===== src/rtl/execute_hazard_ctrl.sv =====
// Execute-stage hazard controller: ALU operand forwarding, load-use and branch stall/flush,
// and a multi-cycle (MUL) sequencer. Define HAZARD_STATS_EN to add saturating stall/flush counters.
module execute_hazard_ctrl #(
  parameter int MUL_LATENCY = 3,
  parameter int STAT_WIDTH  = 16
) (
  input  logic                  clk,
  input  logic                  rst_n,
  input  logic [4:0]            Rs1D,
  input  logic [4:0]            Rs2D,
  input  logic [4:0]            Rs1E,
  input  logic [4:0]            Rs2E,
  input  logic [4:0]            RdE,
  input  logic [4:0]            RdM,
  input  logic [4:0]            RdW,
  input  logic                  RegWriteM,
  input  logic                  RegWriteW,
  input  logic [1:0]            ResultSrcE,
  input  logic                  PCSrcE,
  input  logic                  MulStartE,
  output logic [1:0]            ForwardAE,
  output logic [1:0]            ForwardBE,
  output logic                  StallF,
  output logic                  StallD,
  output logic                  StallE,
  output logic                  FlushD,
  output logic                  FlushE,
  output logic                  FlushM,
`ifdef HAZARD_STATS_EN
  output logic [STAT_WIDTH-1:0] StallCount,
  output logic [STAT_WIDTH-1:0] FlushCount,
`endif
  output logic                  MulDoneE
);

  localparam int CNT_W    = $clog2(MUL_LATENCY) + 1;
  localparam int CNT_INIT = (MUL_LATENCY > 1) ? MUL_LATENCY - 2 : 0;

  typedef enum logic [1:0] {IDLE, BUSY, DONE} mul_state_t;

  mul_state_t       state, state_nxt;
  logic [CNT_W-1:0] cnt, cnt_nxt;
  logic             mul_stall;
  logic             lw_stall;

  function automatic logic [1:0] fwd_sel(input logic [4:0] rs, input logic [4:0] rd_m,
                                         input logic wr_m, input logic [4:0] rd_w,
                                         input logic wr_w);
    if (wr_m && (rd_m != 5'd0) && (rd_m == rs))      return 2'b10;
    else if (wr_w && (rd_w != 5'd0) && (rd_w == rs)) return 2'b01;
    else                                             return 2'b00;
  endfunction

  always_ff @(posedge clk or negedge rst_n) begin
    if (!rst_n) begin
      state <= IDLE;
      cnt   <= '0;
    end else begin
      state <= state_nxt;
      cnt   <= cnt_nxt;
    end
  end

  always_comb begin
    state_nxt = state;
    cnt_nxt   = cnt;
    case (state)
      IDLE: if (MulStartE && (MUL_LATENCY > 1)) begin
        cnt_nxt   = CNT_W'(CNT_INIT);
        state_nxt = (MUL_LATENCY == 2) ? DONE : BUSY;
      end
      BUSY: begin
        cnt_nxt = cnt - CNT_W'(1);
        if (cnt == CNT_W'(1)) state_nxt = DONE;
      end
      DONE:    state_nxt = IDLE;
      default: state_nxt = IDLE;
    endcase
  end

  // Gating with rst_n keeps E free while reset is held, even if MulStartE is still high.
  always_comb begin
    mul_stall = rst_n && ((state == BUSY) ||
                          ((state == IDLE) && MulStartE && (MUL_LATENCY > 1)));
    MulDoneE  = (state == DONE) ||
                ((MUL_LATENCY == 1) && (state == IDLE) && MulStartE);
  end

  always_comb begin
    ForwardAE = fwd_sel(Rs1E, RdM, RegWriteM, RdW, RegWriteW);
    ForwardBE = fwd_sel(Rs2E, RdM, RegWriteM, RdW, RegWriteW);
    lw_stall  = (ResultSrcE == 2'b01) && (RdE != 5'd0) && ((RdE == Rs1D) || (RdE == Rs2D));
    StallF = 1'b0;
    StallD = 1'b0;
    StallE = 1'b0;
    FlushD = 1'b0;
    FlushE = 1'b0;
    FlushM = 1'b0;
    // A held multi-cycle op owns E; branch and load-use handling wait until it retires.
    if (mul_stall) begin
      StallF = 1'b1;
      StallD = 1'b1;
      StallE = 1'b1;
      FlushM = 1'b1;
    end else if (PCSrcE) begin
      FlushD = 1'b1;
      FlushE = 1'b1;
    end else if (lw_stall) begin
      StallF = 1'b1;
      StallD = 1'b1;
      FlushE = 1'b1;
    end
  end

`ifdef HAZARD_STATS_EN
  function automatic logic [STAT_WIDTH-1:0] sat_inc(input logic [STAT_WIDTH-1:0] v);
    return (&v) ? v : v + STAT_WIDTH'(1);
  endfunction

  always_ff @(posedge clk or negedge rst_n) begin
    if (!rst_n) begin
      StallCount <= '0;
      FlushCount <= '0;
    end else begin
      if (StallF)          StallCount <= sat_inc(StallCount);
      if (FlushD || FlushE) FlushCount <= sat_inc(FlushCount);
    end
  end
`endif

endmodule


===== config.mk =====
export PLATFORM = sky130hd
export DESIGN_NAME = execute_hazard_ctrl
export DESIGN_NICKNAME = d
export VERILOG_FILES = /design/src/rtl/execute_hazard_ctrl.sv
export SDC_FILE = /design/constraint.sdc
export NUM_CORES = 1
export LEC_CHECK = 0
export CAP_MARGIN = 20
export CELL_PAD_IN_SITES_DETAIL_PLACEMENT = 1
export CELL_PAD_IN_SITES_GLOBAL_PLACEMENT = 1
export CORE_MARGIN = 1
export CORE_UTILIZATION = 22
export DETAILED_ROUTE_END_ITERATION = 8
export PLACE_DENSITY_LB_ADDON = 0.1
export SLEW_MARGIN = 15
export SYNTH_ARGS = -nofsm -noshare
export SYNTH_HDL_FRONTEND = slang
export SYNTH_SLANG_ARGS = --single-unit
export TNS_END_PERCENT = 20

===== constraint.sdc =====
create_clock -name clk -period 1.7 [get_ports clk]
set_input_delay 0.34 -clock clk [delete_from_list [all_inputs] [get_ports clk]]
set_output_delay 0.34 -clock clk [all_outputs]
set_load 0.05 [all_outputs]

==> impl_metrics.env <==
export IMPL_drive_gt1_share_pct=50.90
export IMPL_synth_seq_cells=5
export IMPL_ant_nets=0
export IMPL_min_path_type="in -> async"
export IMPL_use_met2_pct=36.71
export IMPL_h_tree_depth=1
export IMPL_syn_avg_cell_area_sq_um=8.301
export IMPL_nets=213
export IMPL_yosys_top_cells_count="xor2_1, inv_1, xnor2_1, dfrtp_1, or4_1"
export IMPL_cts_buffers=3
export IMPL_drv_cap=0
export IMPL_worst_pin_slew_ns=0.3444
export IMPL_drtIter0Drc=24
export IMPL_grt_max_degree=6
export IMPL_timing_rr_start="cnt[0]"
export IMPL_cts_tree="built"
export IMPL_grt_use_met1_pct=21.47
export IMPL_max_slew_margin_pct=77.04
export IMPL_initial_core_util_pct=23.86
export IMPL_required_ns=1.36
export IMPL_grt_busiest_layer="met2"
export IMPL_leakage_nw=0.8303
export IMPL_antenna_found_initial=0
export IMPL_netlist_instances=82
export IMPL_grt_pass1_wl_microns=4726
export IMPL_syn_num_nets=127
export IMPL_clock_latency_ns=0.24
export IMPL_drt_pre_antenna_iters=5
export IMPL_gr_usage_all_layers_pct=18.80
export IMPL_violations="design-rule violations, negative setup slack"
export IMPL_synth_most_common_cell="xor2_1"
export IMPL_max_stage_delay_ns=0.50
export IMPL_status="finished with violations"
export IMPL_grt_use_met3_pct=3.125
export IMPL_cp_buffers_inverters=3
export IMPL_fin_crit_ns=2.067
export IMPL_finalSetupTns_ns=-2.548
export IMPL_rows=19
export IMPL_cp_end_kind="primary output"
export IMPL_place_congestion=0.7419
export IMPL_drt_wl_total_microns=2986
export IMPL_cts_sinks=5
export IMPL_cp_startpoint="RdW[1]"
export IMPL_crit_fanout=3
export IMPL_drv_slew=0
export IMPL_grt_pass1_vias=1037
export IMPL_async_reset_ff_share_pct=100.0
export IMPL_dpl_hpwl_microns=2397
export IMPL_clock_root_buffer="clkbuf_4"
export IMPL_cp_top_family="simple AND/OR/NAND/NOR gates"
export IMPL_die_y_microns=57.62
export IMPL_ys_warn_count=0
export IMPL_rsz0062_at_grt="yes"
export IMPL_area_growth_pct=156.6
export IMPL_hold_viol=0
export IMPL_seq_area_frac_synth_pct=18.38
export IMPL_start_kind="input pin"
export IMPL_total_power_w=0.001403
export IMPL_yosys_area_top_type="xor2_1"
export IMPL_clk_path_buf_depth=2
export IMPL_skew_ns=0.002873
export IMPL_crit_chain="buf_6 -> buf_4 -> xor2_1 -> or4_4 -> nor4_4 -> buf_12"
export IMPL_synth_edff_count=0
export IMPL_setup_ws_ns=-0.3668
export IMPL_overflow=0
export IMPL_finalSetupViolations=10
export IMPL_portBuffers=53
export IMPL_synthDistinctLibCells=24
export IMPL_dieArea_sq_um=3320
export IMPL_core_area_sq_um=2853
export IMPL_wl_per_cell_microns=15.08
export IMPL_io_pins=54
export IMPL_max_freq_mhz=483.8
export IMPL_critPathSlowestCell="or4_4"
export IMPL_die_w_microns=57.62
export IMPL_min_period_over_period_pct=121.6
export IMPL_ir_worst_vdd_uv=741.4
export IMPL_drc=6
export IMPL_synth_top_cell_area_share_pct=30.88
export IMPL_vias=933
export IMPL_n_antenna_cell=0
export IMPL_synth_top_flop_cell="dfrtp_1"
export IMPL_netlist_top_cells_area="xor2_1, dfrtp_1, xnor2_1, or4_1, inv_1"
export IMPL_path_clk_slew_ns=0.04
export IMPL_synth_area_sq_um=680.7
export IMPL_crit_type="in -> out"
export IMPL_worst_ep_arrival_time_ns=1.73
export IMPL_power_density_nw_per_um2=803.4
export IMPL_vias_per_cell=4.712
## path summary, 6_finish.rpt
path,to,slack (ns),cells after the start
worst max register to register,cnt[2],0.60,5
min in group clk,state[1],0.47,1
max in group asynchronous,cnt[0],1.17,2
worst min-delay path,state[1],0.42,2
worst max-delay path,ForwardBE[0],-0.37,6
worst min register to register,state[1],0.47,1
## layer usage
metal,part of all wire [%],vias to the layer above
li1,-,452
met1,38,436
met2,55,40
met3,5.7,5
met4,1.0,0
met5,0,-
## registers in the layout, indices dropped and copies added (netlist names)
| name | cells |
|---|---|
| cnt | 3 |
| state | 2 |
## worst register-to-register path, stage by stage (launching register included)
cell and delay [ns]:
dfrtp_1 0.38, inv_1 0.06, ha_1 0.20, nand3_1 0.07
o21ai_0 0.09, a22o_1 0.19
## logic make-up after synthesis
family	Yosys count	synth area share (%)
simple gates	25	22.06
buf+inv	9	6.066
xor+xnor	30	38.60
flops	5	18.38
fa+ha+maj	2	3.676
compound gates	11	11.21
## cell usage in the layout (no fill, tap or decap), types with 2 or more instances in the layout
cell / synthesis / final
clkdlybuf4s50_1: 0 / 6
or4_4: 0 / 5
buf_12: 0 / 8
ha_1: 2 / 2
buf_6: 0 / 13
buf_4: 2 / 24
clkbuf_4: 0 / 3
dfrtp_1: 5 / 5
nor3_2: 0 / 2
xnor2_1: 6 / 2
nor4_4: 0 / 4
o41ai_4: 0 / 2
o21ai_0: 3 / 3
nor2_1: 4 / 3
buf_2: 0 / 3
clkbuf_2: 0 / 6
inv_1: 7 / 6
dlygate4sd2_1: 0 / 17
o21ai_4: 0 / 2
xor2_1: 24 / 24
xnor2_2: 0 / 4
buf_8: 0 / 2
nand3_2: 0 / 2
dlymetal6s2s_1: 0 / 3
nand2_1: 4 / 3
## final cells by class
type,instances,area [sq um]
Multi-Input combinational cell,68,709.4
Clock buffer,4,26.28
Tap cell,31,38.79
Sequential cell,5,125.1
Timing Repair Buffer,83,818.3
Inverter,7,28.78
Fill cell,317,1106
## power by group
part           internal (W)  switching [W]
logic              0.000513       0.000535
clock network     0.0000887      0.0000477
registers          0.000180      0.0000387
total              0.000782       0.000621
## timing repair
item,4_1_cts,5_1_grt
buffers inserted,3,2
hold buffers,0,0
pin swaps,17,17
resized for setup,75,41
gates cloned,0,0
setup endpoints to repair,10,10
hold endpoints to repair,0,0
## metrics by stage
step / cells / setup WS (ns) / cell area (sq um) / hold WS (ns) / util, %
2_1_floorplan: 82 / -0.5333 / 774.5 / 0.04441 / -
3_3_place_gp: 191 / -0.7826 / 1600 / 0.4531 / 56.10
3_5_place_dp: 191 / -0.8149 / 1600 / 0.4689 / 56.10
4_1_cts: 197 / -0.4745 / 1713 / 0.4170 / 60.04
5_1_grt: 198 / -0.4275 / 1747 / 0.4152 / 61.23
6_report: 198 / -0.3668 / 1747 / 0.4166 / 61.23
(Power assumes the default switching activity.)
